## config.mk

```make
export PLATFORM = sky130hd
export DESIGN_NAME = gray_wptr_ctrl
export DESIGN_NICKNAME = d
export VERILOG_FILES = /design/src/rtl/gray_wptr_ctrl.sv
export SDC_FILE = /design/constraint.sdc
export NUM_CORES = 1
export LEC_CHECK = 0
export ABC_CLOCK_PERIOD_IN_PS = 5060
export CELL_PAD_IN_SITES_DETAIL_PLACEMENT = 0
export CELL_PAD_IN_SITES_GLOBAL_PLACEMENT = 1
export CORE_MARGIN = 3
export CORE_UTILIZATION = 24
export CTS_CLUSTER_DIAMETER = 40
export DETAILED_ROUTE_END_ITERATION = 12
export PLACE_DENSITY = 0.52
export SLEW_MARGIN = 10
export SYNTH_ARGS = -nofsm -noshare
export SYNTH_HDL_FRONTEND = slang
export SYNTH_SLANG_ARGS = --single-unit
```

## constraint.sdc

```tcl
create_clock -name clk_i -period 5.06 [get_ports clk_i]
set_input_delay 1.012 -clock clk_i [delete_from_list [all_inputs] [get_ports clk_i]]
set_output_delay 1.012 -clock clk_i [all_outputs]
set_load 0.05 [all_outputs]
```

## src/rtl/gray_wptr_ctrl.sv

```systemverilog
// gray_wptr_ctrl
// Write-side pointer controller for the CDC async FIFO. Owns the binary write
// pointer, publishes it as a registered Gray pointer, synchronizes the read
// side's Gray pointer into this clock and derives full / almost-full / level /
// overflow from it.
//
// DLY is accepted so existing instantiations bind unchanged; registers update
// without any intra-assignment delay.
module gray_wptr_ctrl #(
  parameter int DLY         = 1,
  parameter int ADDR_WIDTH  = 3,
  parameter int SYNC_STAGES = 2,
  parameter int AFULL_LEVEL = 6
) (
  input  logic                  clk_i,
  input  logic                  rstn_i,
  input  logic                  wr_en_i,
  input  logic [ADDR_WIDTH:0]   rd_gray_ptr_i,
  output logic                  wr_ack_o,
  output logic [ADDR_WIDTH-1:0] wr_addr_o,
  output logic [ADDR_WIDTH:0]   wr_gray_ptr_o,
  output logic                  full_o,
  output logic                  almost_full_o,
  output logic [ADDR_WIDTH:0]   level_o,
  output logic                  overflow_o
);

  localparam int PW    = ADDR_WIDTH + 1;
  localparam int DEPTH = 1 << ADDR_WIDTH;

  // Full when the write Gray pointer equals the synchronized read Gray pointer
  // with its two top bits inverted (one full lap ahead).
  localparam logic [ADDR_WIDTH:0] FULL_MASK = PW'(3) << (ADDR_WIDTH - 1);
  localparam logic [ADDR_WIDTH:0] AFULL_THR = PW'(AFULL_LEVEL);

  // Reject parameter sets outside the supported range at elaboration time.
  if (ADDR_WIDTH < 1 || SYNC_STAGES < 2 || SYNC_STAGES > 4 ||
      AFULL_LEVEL < 1 || AFULL_LEVEL > DEPTH || DLY < 0) begin : g_param_err
    $error("gray_wptr_ctrl: illegal parameter set");
  end

  // Binary to Gray: each bit XORed with its upper neighbour.
  function automatic logic [ADDR_WIDTH:0] bin2gray(input logic [ADDR_WIDTH:0] b);
    return b ^ {1'b0, b[ADDR_WIDTH:1]};
  endfunction

  // Gray to binary by prefix XOR from the MSB down.
  function automatic logic [ADDR_WIDTH:0] gray2bin(input logic [ADDR_WIDTH:0] g);
    logic [ADDR_WIDTH:0] b;
    b[ADDR_WIDTH] = g[ADDR_WIDTH];
    for (int i = ADDR_WIDTH - 1; i >= 0; i--) begin
      b[i] = b[i+1] ^ g[i];
    end
    return b;
  endfunction

  logic [ADDR_WIDTH:0]                   wbin_r;
  logic [ADDR_WIDTH:0]                   wgray_r;
  logic [SYNC_STAGES-1:0][ADDR_WIDTH:0]  sync_r;
  logic                                  full_r;
  logic                                  afull_r;
  logic [ADDR_WIDTH:0]                   level_r;
  logic                                  ovf_r;

  logic                                  wr_ack_s;
  logic [ADDR_WIDTH:0]                   wbin_next_s;
  logic [ADDR_WIDTH:0]                   wgray_next_s;
  logic [ADDR_WIDTH:0]                   rg_sync_s;
  logic [ADDR_WIDTH:0]                   rbin_sync_s;
  logic [ADDR_WIDTH:0]                   level_next_s;
  logic                                  full_next_s;
  logic                                  afull_next_s;

  // Next pointer, Gray image and flag/level values for the coming edge.
  always_comb begin
    wr_ack_s     = wr_en_i & ~full_r;
    wbin_next_s  = wbin_r + {{ADDR_WIDTH{1'b0}}, wr_ack_s};
    wgray_next_s = bin2gray(wbin_next_s);
    rg_sync_s    = sync_r[SYNC_STAGES-1];
    rbin_sync_s  = gray2bin(rg_sync_s);
    full_next_s  = (wgray_next_s == (rg_sync_s ^ FULL_MASK));
    level_next_s = wbin_next_s - rbin_sync_s;
    afull_next_s = (level_next_s >= AFULL_THR);
  end

  // Plain flop chain bringing the read Gray pointer into this clock domain.
  always_ff @(posedge clk_i or negedge rstn_i) begin
    if (!rstn_i) begin
      sync_r <= '0;
    end else begin
      sync_r[0] <= rd_gray_ptr_i;
      for (int i = 1; i < SYNC_STAGES; i++) begin
        sync_r[i] <= sync_r[i-1];
      end
    end
  end

  // Write pointer state and registered status outputs.
  always_ff @(posedge clk_i or negedge rstn_i) begin
    if (!rstn_i) begin
      wbin_r  <= '0;
      wgray_r <= '0;
      full_r  <= 1'b0;
      afull_r <= 1'b0;
      level_r <= '0;
      ovf_r   <= 1'b0;
    end else begin
      wbin_r  <= wbin_next_s;
      wgray_r <= wgray_next_s;
      full_r  <= full_next_s;
      afull_r <= afull_next_s;
      level_r <= level_next_s;
      ovf_r   <= wr_en_i & full_r;
    end
  end

  assign wr_ack_o      = wr_ack_s;
  assign wr_addr_o     = wbin_r[ADDR_WIDTH-1:0];
  assign wr_gray_ptr_o = wgray_r;
  assign full_o        = full_r;
  assign almost_full_o = afull_r;
  assign level_o       = level_r;
  assign overflow_o    = ovf_r;

endmodule
```

* Yosys cells after proc, flatten, opt, wreduce, memory -nomap -nowiden
Cells that the tools add are included.
Word-level totals: register bits after elaboration 23, bits of input ports 7, output and inout port bits 15, word-level logic and storage cells 20
Operators by class: add/sub/neg operators 2, magnitude comparators 1, eq/ne operators 1, bitwise operators 8
Operators by type and width (number):
- 4-bit by 1-bit adder with 4-bit output | 1
- 4-bit equality test | 1
- 4-bit by 3-bit >= comparator with 1-bit output (second input constant) | 1
- 4-bit subtractor | 1
- 4-bit by 3-bit bitwise XOR with 4-bit output | 1
- 1-bit bitwise XOR | 3
- 1-bit AND | 2
- 2-bit NOT | 1
- 1-bit NOT | 1

* Logic depth before layout (Yosys ltp)
Gate-level depths: netlist of the first run.
depth after elaboration 5, gate-level depth with buffers 9, mapped depth without buffers 9

* Worst setup path after synthesis of the first run
Ideal clock, no wire load.
kind in2reg, from input wr_en_i, to register afull_r (netlist: almost_full_o), setup time 0.118 ns, arrival 3.440 ns, data required time 4.942 ns, setup slack 1.502 ns, stages 9, path buffers 0, cell sequence nor2b_1 -> ha_1 -> ha_1 -> xor2_2 -> ha_1 -> a21oi_1 -> o21ai_0 -> xor3_1 -> a21o_1
Between the ends: cells in the longest elaborated chain, start to end 4
RTL lines:
- start: declaration | line 17 | input logic wr_en_i,
- 1-bit AND | line 76 | wr_ack_s = wr_en_i & ~full_r;
- 4-bit by 1-bit adder with 4-bit output | line 77 | wbin_next_s = wbin_r + {{ADDR_WIDTH{1'b0}}, wr_ack_s};
- via wbin_next_s[2] | line 66 | logic [ADDR_WIDTH:0] wbin_next_s;
- 4-bit subtractor | line 82 | level_next_s = wbin_next_s - rbin_sync_s;
- via level_next_s[3] | line 70 | logic [ADDR_WIDTH:0] level_next_s;
- 4-bit by 3-bit >= comparator with 1-bit output | line 83 | afull_next_s = (level_next_s >= AFULL_THR);
- via afull_next_s | line 72 | logic afull_next_s;
- end signal: assignment | line 111 | afull_r <= afull_next_s;
- end: declaration | line 61 | logic afull_r;
The timed path passes the listed nets, and every way through them passes these cells.

* Final worst setup path of the first run
from input wr_en_i, to output wr_ack_o
Between the ends: cells in the longest elaborated chain, start to end 1
RTL lines:
- 1-bit AND | line 76
- end: declaration | line 19 | output logic wr_ack_o,
No other way between the ends.

==> results of run 1 <==
==> worst reg2reg max path: cells and delay by family (launching register included) <==
family | cells | cell delay (ps)
compound gates | 3 | 390
xor+xnor | 2 | 540
flops | 1 | 420
simple gates | 1 | 170
fa+ha+maj | 3 | 770
==> registers in the layout (all words and copies together) (netlist names) <==
| register | flops |
|---|---|
| almost_full_o | 1 |
| rg_sync_s | 4 |
| overflow_o | 1 |
| wr_gray_ptr_o | 3 |
| level_o | 4 |
| wbin_r | 4 |
| full_o | 1 |
| sync_r | 4 |
==> final timing paths <==
| kind | end | slack (ps) | cells past startpoint |
|---|---|---|---|
| max in group asynchronous | wbin_r[3] | 3250 | 1 |
| min | rg_sync_s[3] | 360 | 0 |
| max | wr_ack_o | 1560 | 3 |
| min reg2reg | rg_sync_s[3] | 360 | 0 |
| min in group asynchronous | wr_gray_ptr_o[0] | 1230 | 1 |
| max reg2reg | almost_full_o | 2680 | 9 |
==> layout by cell type, fill, tap and decap left out, types with 2 or more instances in the layout <==
| cell | instances |
|---|---|
| dfrtp_1 | 22 |
| clkdlybuf4s50_1 | 21 |
| inv_1 | 6 |
| xnor2_1 | 5 |
| xor2_1 | 5 |
| ha_1 | 5 |
| clkbuf_4 | 3 |
| xor2_2 | 2 |
| nand3_1 | 2 |
| or3_1 | 2 |
==> cells by family (layout without fill, tap and decap cells) <==
group	count (synthesis)	in the layout	synth area share (%)
buffers and inverters	6	31	2.58
AND/OR/NAND/NOR	8	8	5.59
XOR/XNOR	13	13	16.5
flip-flops	22	22	63.0
adder cells (fa/ha/maj)	6	6	9.46
AO/OA/AOI/OAI	4	4	2.86
==> layer usage <==
layer | share of wire, % | wire length [um] | up-vias
li1 | - | - | 237
met1 | 49 | 677 | 217
met2 | 40 | 558 | 22
met3 | 8.3 | 114 | 4
met4 | 2.0 | 27 | 0
met5 | 0 | 0 | -
==> area by class of cell <==
type | count | area share [%]
Inverter | 6 | 1.91
Multi-Input combinational cell | 31 | 25.5
Timing Repair Buffer | 21 | 17.9
Sequential cell | 22 | 46.8
Clock buffer | 4 | 3.08
Tap cell | 46 | 4.89
==> stage by stage <==
stage,hold WS (ps),instances,instance area (um^2),worst slack (ps)
finish,362,130,1180,1560
CTS,365,130,1180,1540
global placement,332,126,1140,1570
global route,378,130,1180,1500
detailed placement,335,126,1140,1510
floorplan,331,59,873,1500
==> summary.md, run 1 <==
| Metric | Value |
|---|---|
| Mapped Avg Cell Area | `about 15 um^2` |
| Final Hold Fails | `0` |
| Async set-or-reset flop fraction in the synthesized netlist | `100%` |
| Utilization after layout | `34.5%` |
| Max stage delay on crit path | `between 800 and 900 ps` |
| Ranking of synthesized cells by area | `dfrtp_1 (63%), ha_1 (7.2%), xnor2_1 (5.0%)` |
| Worst Path Buf+Inv | `2` |
| Initial antenna violation count | `0` |
| Clock Skew | `1.24 ps` |
| Multi-input logic area | `300 um^2` |
| DRC violations left | `0` |
| Met3 Usage GRT | `2.72%` |
| First-pass GRT wire length | `2420 um` |
| Htree depth | `1` |
| Critical path class | `primary input to primary output` |
| CP max stage cell | `clkdlybuf4s50_1` |
| Antenna cells | `0` |
| Synthesized instance count | `59` |
| Port bufs | `21` |
| Clk Latency, worst-skew pair | `300 ps` |
| Syn nets | `between 70 and 80` |
| CP top delay family | `buffers and inverters` |
| FMAX | `285 MHz` |
| Router iterations before antenna repair | `2` |
| Netlist cell types | `18` |
| Clk sink count | `22` |
| WL final | `1380 um` |
| Primary FF master, synth | `dfrtp_1` |
| Worst slew pin tran | `a little under 1000 ps` |
| Setup TNS | `0 ps` |
| Area fraction of the dominant cell type after synthesis | `63.0%` |
| Max_slew headroom | `35.3%` |
| Cts repair resizes | `0` |
| Tmin final | `3500 ps` |
| Min-delay src | `sync_r[3]` |
| Busiest layer in global routing | `met2` |
| Area leader, netlist | `dfrtp_1` |
| R2R Path Start | `full_o` |
| Max-cap viol count | `0` |
| Top post-synthesis cells by count | `dfrtp_1 (22), inv_1 (6), ha_1 (5), xnor2_1 (5), xor2_1 (5)` |
| Chip Height | `66.3 um` |
| Worst-path clk slew | `120 ps` |
| Total grt overflow | `0` |
| Register area | `551 um^2` |
| Max clock buf depth | `2` |
| Pin count of the biggest net entering global routing | `23` |
| Root buffer cell | `clkbuf_4` |
| Syn. warnings | `0` |
| Vias in the first global route | `491` |
| CP Capture Type | `primary output` |
| Vias | `480` |
| Period utilisation layout | `69.3%` |
| Register area share after synthesis | `63.0%` |
| Most Frequent Cell on Critical Path | `clkdlybuf4s50_1` |
| Post-DRT Antenna Nets | `0` |
| Filler cells | `355` |
| Core area | `3420 um^2` |
| DR iter-0 viols | `13` |
| RD Place Congestion | `around 0.65` |
| Area of the mapped netlist | `873 um^2` |
| CP arrival | `2490 ps` |
| Die boundary width | `66.3 um` |
| Met2 Use GR | `10.7%` |
| Number of setup buffers added after CTS | `0` |
| Worst setup path start | `wr_en_i` |
| Vias per std cell | `3.69` |
| Cts hold-fix bufs | `0` |
| Crit start category | `primary input` |
| Status | `finished clean` |
| Detailed-route wire length per cell | `10.6 um` |
| CTS tree | `yes` |
| Max-slew violations | `0` |
| Synth-to-layout area growth | `34.8%` |
| Overall global routing resource usage | `approximately 7.7%` |
| CTS Buf Count | `3` |
| Crit-path max FO | `2` |
| Nets | `98` |
| Final setup fails | `0` |
| RSZ-0062 raised after global routing | `no` |
| HPWL Detailed | `1020 um` |
| Global-route met1 utilization | `10.4%` |
| I/O pin total | `22` |
| Min-delay worst type | `register to register` |
| Flops & latches, synth | `22` |
| Area of the die | `4400 um^2` |
| CP Cell Sequence | `clkdlybuf4s50_1 > nor2b_1 > clkdlybuf4s50_1` |
| EDFF count, synth | `0` |
| FP Rows | `21` |
| CP required | `4050 ps` |
| Share of layout cells above drive strength 1 | `~8.3%` |
| Most common cell in the netlist | `dfrtp_1` |
| Initial Utilization | `25.6%` |
Power of run 1 is not shown: default switching activity piles up to over one toggle a cycle in this logic, so the estimate is an artifact.
==> run 2, diff against run 1 <==
ABC_CLOCK_PERIOD_IN_PS = 3600   (was 5060)
clock period = 3.6 ns   (was 5.06 ns; I/O delays follow)
==> run 2 against run 1 <==
Compared with the run above:
- die area stayed put
- cell area increased by 2.0%
- final cell count rose by 0.77%
- hold slack worse by 0.90 ps
- clock skew rose by 7.2 ps
==> summary.md, run 2 (synthesis gave the netlist of run 1 again) <==
| Metric | Value |
|---|---|
| Status | `finished clean (unchanged)` |
| Initial antenna violation count | `0 (unchanged)` |
| Setup slack after layout | `658 ps (was 1560 ps)` |
| Final setup fails | `0 (unchanged)` |
| CTS Buf Count | `3 (unchanged)` |
| Most frequent cells in the layout | `dfrtp_1 (22), clkdlybuf4s50_1 (21), inv_1 (6) (unchanged)` |
| RSZ-0062 raised after global routing | `no (unchanged)` |
| First-pass GRT wire length | `2450 um (was 2420 um)` |
| Multi-input logic area | `300 um^2 (unchanged)` |
| Post-DRT Antenna Nets | `0 (unchanged)` |
| Router iterations before antenna repair | `2 (unchanged)` |
| Chip Height | `66.3 um (unchanged)` |
| CP Capture Type | `primary output (unchanged)` |
| Crit start category | `primary input (unchanged)` |
| Vias in the first global route | `554 (was 491)` |
| Synth-to-layout area growth | `37.5% (was 34.8%)` |
| CP arrival | `2220 ps (was 2490 ps)` |
| Htree depth | `1 (unchanged)` |
| Top sig layer | `met4 (unchanged)` |
| Overall global routing resource usage | `7.57% (was 7.67%)` |
| HPWL Detailed | `1070 um (was 1020 um)` |
| Root buffer cell | `clkbuf_4 (unchanged)` |
| Max_slew headroom | `32.6% (was 35.3%)` |
| Antenna cells | `0 (unchanged)` |
| CP max stage cell | `clkdlybuf4s50_1 (unchanged)` |
| Max-slew violations | `0 (unchanged)` |
| Met2 WL | `632 um (was 558 um)` |
| I/O pin total | `22 (unchanged)` |
| Number of setup buffers added after CTS | `0 (unchanged)` |
| Initial Utilization | `25.6% (unchanged)` |
| CP top delay family | `buffers and inverters (unchanged)` |
| Crit-path max FO | `2 (unchanged)` |
| Vias per std cell | `3.79 (was 3.69)` |
| Tmin final | `~3000 ps` |
| Nets | `99 (was 98)` |
| Most Frequent Cell on Critical Path | `clkdlybuf4s50_1 (unchanged)` |
| Port bufs | `21 (unchanged)` |
| Share of layout cells above drive strength 1 | `9.41% (was 8.33%)` |
| CTS tree | `yes (unchanged)` |
| Max-cap viol count | `0 (unchanged)` |
| DRC violations left | `0 (unchanged)` |
| Final Hold Fails | `0 (unchanged)` |
| FP Rows | `21 (unchanged)` |
| Clock Skew | `8.41 ps (was 1.24 ps)` |
| Pin count of the biggest net entering global routing | `23 (unchanged)` |
| Max clock buf depth | `2 (unchanged)` |
| WL final | `1440 um (was 1380 um)` |
| Register area | `551 um^2 (unchanged)` |
| Area of the die | `4400 um^2 (unchanged)` |
| RD Place Congestion | `0.699 (was 0.650)` |
| CP required | `2880 ps (was 4050 ps)` |
| Worst Path Buf+Inv | `2 (unchanged)` |
| Filler cells | `351 (was 355)` |
| Commonest non-fill, non-tap cell in the layout | `dfrtp_1 (unchanged)` |
| Critical path class | `primary input to primary output (unchanged)` |
| Total grt overflow | `0 (unchanged)` |
| Cts hold-fix bufs | `0 (unchanged)` |
| Met3 WL | `122 um (was 114 um)` |
| Clk sink count | `22 (unchanged)` |
| Pre-CTS WS | `560 ps (was 1510 ps)` |
| DR iter-0 viols | `17 (was 13)` |
| Setup TNS | `0 ps (unchanged)` |
| Max stage delay on crit path | `830 ps (about the same)` |
| Min-delay worst type | `register to register (unchanged)` |
| Clk Latency, worst-skew pair | `310 ps (was 300 ps)` |
| Metal1 wirelength | `670 um (was 677 um)` |
| Core area | `3420 um^2 (unchanged)` |
| Period utilisation layout | `81.7%` |
| Vias | `496 (was 480)` |
| CP Cell Sequence | `clkdlybuf4s50_1 > nor2b_1 > clkdlybuf4s50_1 (unchanged)` |
| Worst slew pin tran | `1010 ps (was 968 ps)` |
| Detailed-route wire length per cell | `11.0 um (was 10.6 um)` |
| Cts repair resizes | `0 (unchanged)` |
| Die boundary width | `66.3 um (unchanged)` |
| Utilization after layout | `35.2% (was 34.5%)` |
| Worst-path clk slew | `120 ps (about the same)` |
| FMAX | `~340 MHz` |
==> run 2: changes by cell type in the layout (fill, tap and decap cells not counted), sizes merged <==
cell,before,now
clkbuf,4,3
bufinv,0,1
buf,0,1
==> run 2: layout make-up <==
class                           instances  share of cell area [%]
Timing Repair Buffer                   22                    18.1
Sequential cell                        22                    45.8
Clock inverter                          1                    2.50
Clock buffer                            3                    1.88
Tap cell                               46                    4.79
Multi-Input combinational cell         31                    25.0
Inverter                                6                    1.88
==> run 2: worst paths after layout <==
kind,startpoint,endpoint,slack [ps],cells past startpoint
max in group asynchronous,rstn_i,level_o[2],2040,1
max,wr_en_i,wr_ack_o,660,3
max reg2reg,full_o,almost_full_o,1420,9
min in group asynchronous,rstn_i,wr_gray_ptr_o[2],950,1
min,sync_r[0],rg_sync_s[0],360,0
min reg2reg,sync_r[0],rg_sync_s[0],360,0
==> run 2: routing by layer <==
metal | up-vias | GRT usage (%)
met5 | - | 0
met4 | 0 | 3.81
met3 | 2 | 3.23
met2 | 23 | 12.0
met1 | 232 | 8.61
li1 | 239 | -
==> run 2: through the flow <==
step / hold WS (ps) / instances / cell area [um^2]
2_1_floorplan: 331 / 59 / 873
3_3_place_gp: 331 / 127 / 1150
3_5_place_dp: 335 / 127 / 1150
4_1_cts: 365 / 131 / 1200
5_1_grt: 372 / 131 / 1200
6_report: 361 / 131 / 1200
Power of run 2 is left out for the same reason.
